## src/rtl/booth_radix4_multiplier.sv

```systemverilog
// Sequential radix-4 Booth multiplier: operands arrive as two beats on inBus,
// the 2*WIDTH-bit product leaves as two beats (low half, then high half).
module booth_radix4_multiplier #(
    parameter int WIDTH = 8
) (
    input  logic             clk,
    input  logic             rst,
    input  logic             start,
    input  logic             signedMode,
    input  logic [WIDTH-1:0] inBus,
    output logic             busy,
    output logic             done,
    output logic             outHi,
    output logic [WIDTH-1:0] outBus
);

    localparam int NSTEPS = WIDTH / 2 + 1;
    localparam int CW     = $clog2(NSTEPS + 1);

    typedef enum logic [2:0] {
        IDLE,
        LOADY,
        CALC,
        OUTLO,
        OUTHI
    } state_t;

    state_t state;
    state_t state_nxt;

    logic [WIDTH-1:0]          x;
    logic [WIDTH+1:0]          y;
    logic signed [WIDTH+2:0]   acc;
    logic                      y_m1;
    logic                      mode;
    logic [CW-1:0]             cnt;

    logic [WIDTH+1:0]          x_ext;
    logic signed [WIDTH+2:0]   x1;
    logic signed [WIDTH+2:0]   x2;
    logic signed [WIDTH+2:0]   addend;
    logic signed [WIDTH+2:0]   sum;
    logic signed [2*WIDTH+5:0] shifted;
    logic [2*WIDTH-1:0]        prod;
    logic                      unused_bits;

    always_ff @(posedge clk or negedge rst) begin
        if (!rst) begin
            state <= IDLE;
        end else begin
            state <= state_nxt;
        end
    end

    always_comb begin
        state_nxt = state;
        unique case (state)
            IDLE:    if (start) state_nxt = LOADY;
            LOADY:   state_nxt = CALC;
            CALC:    if (cnt == CW'(1)) state_nxt = OUTLO;
            OUTLO:   state_nxt = OUTHI;
            OUTHI:   state_nxt = IDLE;
            default: state_nxt = IDLE;
        endcase
    end

    // One Booth step: add the recoded multiple, then shift {A, Y, Y-1} by two.
    always_comb begin
        x_ext  = {{2{mode & x[WIDTH-1]}}, x};
        x1     = {x_ext[WIDTH+1], x_ext};
        x2     = {x_ext, 1'b0};
        addend = '0;
        case ({y[1:0], y_m1})
            3'b001, 3'b010: addend = x1;
            3'b011:         addend = x2;
            3'b100:         addend = -x2;
            3'b101, 3'b110: addend = -x1;
            default:        addend = '0;
        endcase
        sum     = acc + addend;
        shifted = $signed({sum, y, y_m1}) >>> 2;
    end

    always_ff @(posedge clk or negedge rst) begin
        if (!rst) begin
            x    <= '0;
            y    <= '0;
            acc  <= '0;
            y_m1 <= 1'b0;
            mode <= 1'b0;
            cnt  <= '0;
        end else begin
            unique case (state)
                IDLE: begin
                    if (start) x <= inBus;
                end
                LOADY: begin
                    y    <= {{2{signedMode & inBus[WIDTH-1]}}, inBus};
                    mode <= signedMode;
                    acc  <= '0;
                    y_m1 <= 1'b0;
                    cnt  <= CW'(NSTEPS);
                end
                CALC: begin
                    acc  <= shifted[2*WIDTH+5:WIDTH+3];
                    y    <= shifted[WIDTH+2:1];
                    y_m1 <= shifted[0];
                    cnt  <= cnt - CW'(1);
                end
                default: ;
            endcase
        end
    end

    // After NSTEPS double shifts the exact product sits across {A, Y}.
    assign prod        = {acc[WIDTH-3:0], y};
    assign unused_bits = ^acc[WIDTH+2:WIDTH-2];

    assign busy   = (state != IDLE);
    assign done   = (state == OUTLO) || (state == OUTHI);
    assign outHi  = (state == OUTHI);
    assign outBus = (state == OUTLO) ? prod[WIDTH-1:0] :
                    (state == OUTHI) ? prod[2*WIDTH-1:WIDTH] :
                    '0;

endmodule

```

## config.mk

```make
export PLATFORM = sky130hd
export DESIGN_NAME = booth_radix4_multiplier
export DESIGN_NICKNAME = d
export VERILOG_FILES = /design/src/rtl/booth_radix4_multiplier.sv
export SDC_FILE = /design/constraint.sdc
export NUM_CORES = 1
export LEC_CHECK = 0
export CELL_PAD_IN_SITES_DETAIL_PLACEMENT = 1
export CELL_PAD_IN_SITES_GLOBAL_PLACEMENT = 1
export CORE_MARGIN = 2
export CORE_UTILIZATION = 25
export DETAILED_ROUTE_END_ITERATION = 10
export GPL_ROUTABILITY_DRIVEN = 1
export PLACE_DENSITY_LB_ADDON = 0.1
export SLEW_MARGIN = 40
export SYNTH_ARGS = -nofsm -noshare
export SYNTH_HDL_FRONTEND = slang
export SYNTH_SLANG_ARGS = --single-unit
```

## constraint.sdc

```tcl
create_clock -name clk -period 8.9 [get_ports clk]
set_clock_uncertainty 0.05 [all_clocks]
set_input_delay 0.89 -clock clk [delete_from_list [all_inputs] [get_ports clk]]
set_output_delay 0.89 -clock clk [all_outputs]
set_load 0.03 [all_outputs]
```

* After elaboration in Yosys (flattened, before gate mapping) *
Cells that the tools add are included.

storage, ports and cells
  register bits after elaboration = 37
  bits of input ports = 12

operators by class
  add/subtract/negate cells = 4
  equal/unequal tests = 13
  muxes and demuxes = 10
  bitwise gates (word level) = 2
  reduce and logical (&&, ||, !) cells = 8

operators by type and width
  operator                                           count
  case mux 11 bit (4 select lines)                   1
  case mux 11 bit (2 select lines)                   1
  case mux 10 bit (2 select lines)                   1
  two-way mux 8 bit                                  2
  == test 3 x 2 -> 1 bit (second input constant)     4
  == test 3 bit (second input constant)              4
  case mux 3 bit (4 select lines)                    1
  adder 11 bit                                       1
  negation 10 -> 11 bit                              1
  negation 9 -> 11 bit                               1
  == test 3 x 1 -> 1 bit (second input constant)     3
  two-way mux 3 bit                                  2
  case mux 3 bit (2 select lines)                    1
  != test 2 bit (second input constant)              2
  AND reduction 2 bit                                2
  OR reduction 2 bit                                 2
  zero test 3 bit                                    1
  nonzero test 3 bit                                 1
  subtractor 3 x 1 -> 3 bit (second input constant)  1
  bitwise AND 1 bit                                  2
  case mux 1 bit (2 select lines)                    1
  nonzero test 2 bit                                 1
  logical OR 1 bit                                   1

* Depth between registers and ports, before layout *
Gate-level depths: netlist (run 1).

  depth after elaboration = 5
  mapped depth = 16

* Worst setup path before layout (run 1) *
Ideal clock, no wire load.

  kind = reg-to-reg
  start = register x[1]
  end = register acc[9]
  arrival time = 3.289 ns
  data required time = 8.768 ns
  slack = 5.479 ns
  stages on the path, launching flop included = 16
  path buffers = 1
  period minus slack after synthesis = 3.421 ns
  cell sequence = dfrtp_1 -> inv_1 -> ha_1 -> or4b_1 -> buf_2 -> o21ai_1 -> xnor2_1 -> a32oi_1 -> o221ai_1 -> ha_1 -> nand3_1 -> nor4b_1 -> a211oi_2 -> xnor2_1 -> or4_1 -> a31oi_1

on the way
  longest elaborated chain between the ends = 4
  elaborated cells on any way between the ends = 5

ends and longest elaborated chain
  item                                                                  RTL line  text
  start: declaration                                                    31        logic [WIDTH-1:0] x;
  start signal: assignment                                              95        if (start) x <= inBus;
  negation 10 -> 11 bit / negation 9 -> 11 bit (equally long branches)  76, 77
  case mux 11 bit (4 select lines) *                                    73        case ({y[1:0], y_m1})
  adder 11 bit *                                                        80        sum = acc + addend;
  case mux 11 bit (2 select lines) *                                    93        unique case (state)
  end signal: assignment                                                105       acc <= shifted[2*WIDTH+5:WIDTH+3];
  end: declaration                                                      33        logic signed [WIDTH+2:0] acc;

Every way passes the cells marked *; elsewhere a longest branch is shown, timed or not.
A chain may end at the register's enable or synchronous reset.

* Worst setup path after layout (run 1) *
  start = register x[0]
  end = register acc[9]

The elaborated chain is that of the path after synthesis.

==> flow_metrics.tcl, run 1 <==
set metrics [dict create \
    cts_root_buffer "clkbuf_8" \
    h-tree-depth 2 \
    critPathLaunchType "flip-flop" \
    mostFrequentLayoutCells "dfrtp_1 (35), nand2_1 (30), clkdlybuf4s50_1 (21)" \
    final_common_cell "dfrtp_1" \
    setup_viol 0 \
    timing.final.max_slew_violations 0 \
    critPathRequiredTime_ns 9.06 \
    clock_latency_ns 0.29 \
    slew_headroom_pct 47.63 \
    vias_per_cell 5.016 \
    synth_edf_count 0 \
    worstPathMaxFanout 7 \
    tightest_slew_ns 0.7855 \
    tns_ns 0 \
    synth-async-reset-ratio_pct 100.0 \
    drtPass1Iterations 4 \
    critPathSlowestCell "or4b_1" \
    cts_sinks 35 \
    wl_um 7551 \
    num_vias 2142 \
    hp-class "flip-flop to flip-flop" \
    die_area_um2 10910 \
    end_kind "flip-flop" \
    place.gp.congestion 0.7367 \
    finalNetCount 319 \
    syn2layout_area_growth_pct 16.62 \
    cpPeakStageDelay_ns 0.63 \
    grt_max_degree 36 \
    cts_hold_buf 0 \
    crit_type "flip-flop to flip-flop" \
    antenna_cells 0 \
    avgSynthCellArea_um2 9.041 \
    start_util_pct 25.81 \
    worst-path-buf-inv 1 \
    cts_tree "yes" \
    drtAntennaViolNets 0 \
    synth_area_um2 2522 \
    synth_fp_nets 305 \
    drive_gt1_share_pct 10.54 \
    ys_types 53 \
    cts_setup_buffers 0 \
    grt_use_total_pct 14.16 \
    die-width_um 104.4 \
    fin_crit_sh_pct 44.75 \
    status "completed" \
    postCtsResizedCells 0 \
    yosys_warnings 0 \
    core_um2 9774 \
    cts.path.max_buffers 2 \
    die_h_um 104.4 \
    cp.arrival_ns 4.15 \
    numPortBuffers 22 \
    cts-buffers-inserted 5 \
    path_clk_slew_ns 0.08 \
    dominantRegCellSynth "dfrtp_1" \
    rows 36 \
    drc_errors 0 \
    wl_per_cell_um 17.68 \
    crit_path_cell_trace "inv_1, ha_1, or4b_1, nor3_1, nor3_1, a21oi_1, a2bb2oi_1, a21oi_1, ha_1, nand3_1, nor4b_1, a211oi_2, xnor2_1, or4_1, a31oi_1" \
    min_period_ns 3.983 \
    hold_viol 0 \
    maxCapViolations 0 \
    io_pins 23 \
    ys_seq_elements 35 \
    antenna_found_initial 0 \
    grt_pass1_vias 2090 \
    yosysSeqAreaShare_pct 34.72 \
    synthCells 279 \
    maxClockFrequency_mhz 251.1 \
    path_delay_family "simple AND/OR/NAND/NOR gates" \
    grt_first_pass_wirelength_um 12000 \
    overflow 0 \
    drtIter0Drc 79 \
    dpl.hpwl_um 5540 \
    rsz0062_at_grt "false" \
]
layout make-up:
| cell class | count | area [um2] |
|---|---|---|
| clock buffers | 7 | 76.32 |
| well taps | 133 | 166.4 |
| fillers | 1143 | 6833 |
| flip-flops and latches | 35 | 875.8 |
| clock inverters | 1 | 5.005 |
| repair buffers | 23 | 225.2 |
| inverters | 12 | 45.04 |
| multi-input cells | 216 | 1548 |
worst reg2reg max path, cell delays in order, from the launching register on:
cell	delay [ns]
dfrtp_1	0.43
inv_1	0.10
ha_1	0.24
or4b_1	0.63
nor3_1	0.20
nor3_1	0.07
a21oi_1	0.14
a2bb2oi_1	0.18
a21oi_1	0.13
ha_1	0.43
nand3_1	0.13
nor4b_1	0.35
a211oi_2	0.09
xnor2_1	0.16
or4_1	0.40
a31oi_1	0.19
logic make-up after synthesis:
logic type	count (synthesis)	synth area share, %
mux	13	5.456
xor+xnor	15	5.506
fa+ha+maj	14	7.242
simple gates	83	16.87
compound gates	91	25.05
flops	35	34.72
buf+inv	28	5.159
flip-flops by register name, summed over array words and instances, names as in the netlist:
name / flops
y: 10
cnt: 3
y_m1: 1
x: 8
state: 3
mode: 1
acc: 9
cells in the mapped netlist (4+ instances only):
master     n  area [um2]
a21o_1     6       45.04
a21oi_1   15       75.07
a221oi_1   4       35.03
a22o_1    16       140.1
a31oi_1    6       37.54
clkbuf_1  11       41.29
dfrtp_1   35       875.8
ha_1      13       162.7
inv_1     10       37.54
mux2_2     6       67.56
mux2i_1    7       70.07
nand2_1   30       112.6
nand2b_1   6       37.54
nand3_1    5       25.02
nor2_1    13       48.80
nor3_1     7       35.03
o21ai_0   12       60.06
o21ai_1   12       60.06
xnor2_1    8       70.07
xor2_1     6       52.55
metal layers:
metal | vias to the layer above | GRT usage, % | share of wire (%)
met2 | 34 | 21.57 | 44
met3 | 9 | 2.256 | 2.8
met1 | 1050 | 20.79 | 52
met5 | - | 0 | 0
met4 | 0 | 3.475 | 1.0
li1 | 1049 | - | -
stage by stage:
step	std cells	worst slack (ns)	util, %	cell area [um2]	hold slack, ns
3_5_place_dp	419	4.921	29.26	2860	0.4272
6_report	427	4.918	30.09	2942	0.4433
4_1_cts	427	4.895	30.09	2942	0.4376
5_1_grt	427	4.598	30.09	2942	0.4714
3_3_place_gp	419	4.895	29.02	2836	0.4140
2_1_floorplan	279	5.479	-	2522	0.4009
path summary, 6_finish.rpt:
path / from / to / slack, ns / cells after the start
setup / recovery: x[0] / acc[9] / 4.92 / 15
hold / removal: cnt[2] / cnt[2] / 0.44 / 1
setup reg to reg: x[0] / acc[9] / 4.92 / 15
hold reg to reg: cnt[2] / cnt[2] / 0.44 / 1
max in group asynchronous: rst / x[2] / 7.95 / 1
min in group asynchronous: rst / y[7] / 0.50 / 1
Power of run 1 is not shown: default switching activity piles up to over one toggle a cycle in this logic, so the estimate is an artifact.
==> inputs of run 2 (changes only) <==
clock period = 3.7 ns   (was 8.9 ns; I/O delays follow)
==> run 2 against run 1 <==
Sequential cell count stayed put. Fmax is 13% higher. Non-clock buffer count is 22 higher.
==> flow_metrics.tcl, run 2 (synthesized netlist as in run 1, its figures left out) <==
set metrics [dict create \
    cts.path.max_buffers 2 \
    largest_register_ffs 10 \
    io_pins 23 \
    core_um2 9774 \
    cp.arrival_ns 3.71 \
    h-tree-depth 2 \
    grt_use_total_pct 14.88 \
    hold_viol 0 \
    rrSetupSlack_ns 0.16 \
    top_register "y" \
    syn2layout_area_growth_pct 25.15 \
    seq_area_um2 875.8 \
    fin_crit_sh_pct 95.65 \
    die-width_um 104.4 \
    die_area_um2 10910 \
    multiInputGateArea_um2 1588 \
    wl_met2_um 3594 \
    critPathLaunchType "flip-flop" \
    final_common_cell "dfrtp_1" \
    num_vias 2221 \
    cts_sinks 35 \
    tightest_slew_ns 0.6334 \
    die_h_um 104.4 \
    worstPathMaxFanout 5 \
    rsz0062_at_grt "false" \
    maxCapViolations 0 \
    drtIter0Drc 69 \
    regToRegStartpoint "x[3]" \
    grt_pass1_vias 2315 \
    fill_cells 1144 \
    critPathSlowestCell "or4_4" \
    maxClockFrequency_mhz 282.5 \
    cts_root_buffer "clkbuf_8" \
    mostFrequentLayoutCells "dfrtp_1 (35), nand2_1 (30), buf_4 (23)" \
    start_util_pct 25.81 \
    wl_met3_um 177 \
    cts-buffers-inserted 5 \
    tns_ns 0 \
    holdWs_ns 0.4383 \
    cpMostUsedCell "a211oi_2" \
    crit_type "flip-flop to flip-flop" \
    critPathRequiredTime_ns 3.87 \
    drtPass1Iterations 4 \
    path_clk_slew_ns 0.08 \
    drc_errors 0 \
    timing.final.max_slew_violations 0 \
    place.gp.congestion 0.8080 \
    dpl.hpwl_um 6128 \
    hp-class "flip-flop to flip-flop" \
    antenna_cells 0 \
    reg_top3 "y: 10 flops, acc: 9 flops, x: 8 flops" \
    drt-met1-wl_um 4072 \
    slew_headroom_pct 57.73 \
    reg2reg_to "acc[9]" \
    drive_gt1_share_pct 19.94 \
    status "completed" \
    finalNetCount 341 \
    numPortBuffers 22 \
    clock_latency_ns 0.30 \
    cpPeakStageDelay_ns 0.57 \
    setup.worst_path.start "x[3]" \
    setup.worst_path.end "acc[9]" \
    utilization_pct 32.30 \
    rr_worst_depth 12 \
    overflow 0 \
    min_period_ns 3.539 \
    wl_per_cell_um 17.79 \
    grt_max_degree 36 \
    top_layer "met4" \
    rows 36 \
    wl_um 7987 \
    antenna_found_initial 0 \
    setup_viol 0 \
    end_kind "flip-flop" \
    cts_tree "yes" \
    drtAntennaViolNets 0 \
    grt_first_pass_wirelength_um 12690 \
    vias_per_cell 4.947 \
    crit_path_cell_trace "or4_4, or2_1, a211oi_2, a2111oi_0, a31o_1, ha_2, nand3_2, nor4b_2, a211oi_2, xnor2_1, or4_1, a31oi_1" \
]
-- run 2: how the worst min path moves through the flow --
stage           start  cells past startpoint  slack, ns        to
6_report       cnt[2]                      1       0.44    cnt[2]
5_1_grt        cnt[2]                      1       0.48    cnt[2]
4_1_cts        cnt[2]                      1       0.44    cnt[2]
3_5_place_dp      rst                      1       0.31  state[2]
3_3_place_gp   cnt[2]                      1       0.42    cnt[2]
2_1_floorplan     rst                      0       0.02    acc[0]
-- run 2: layout make-up --
cell class | instances | share of cell area (%)
Sequential cell | 35 | 27.74
Clock buffer | 5 | 2.180
Clock inverter | 3 | 0.6342
Timing Repair Buffer | 45 | 12.45
Tap cell | 133 | 5.272
Multi-Input combinational cell | 216 | 50.30
Inverter | 12 | 1.427
-- run 2: worst max-delay path, delay by kind of cell, from the launching register on --
family	cells	cell delay (ns)
AO/OA/AOI/OAI	5	0.80
XOR/XNOR	1	0.16
flip-flops	1	0.41
AND/OR/NAND/NOR	5	1.65
adder cells (fa/ha/maj)	1	0.39
-- run 2: metal layers --
metal | vias to the layer above | global-route usage, %
li1 | 1094 | -
met3 | 11 | 2.193
met5 | - | 0
met1 | 1081 | 21.37
met4 | 0 | 4.054
met2 | 35 | 23.16
-- run 2: timing repair --
action,in CTS,in global routing
setup buffers,0,1
endpoints found under the setup margin,0,1
hold endpoints to repair,13,0
hold buffers,1,0
resized for setup,0,11
-- run 2: stage by stage --
stage	instances	instance area, um2	setup slack [ns]
floorplan	279	2522	0.2792
global placement	439	2987	0.1486
detailed placement	439	2994	0.08331
CTS	448	3093	0.05069
global route	449	3157	0.02062
finish	449	3157	0.1608
Power of run 2 is left out for the same reason.
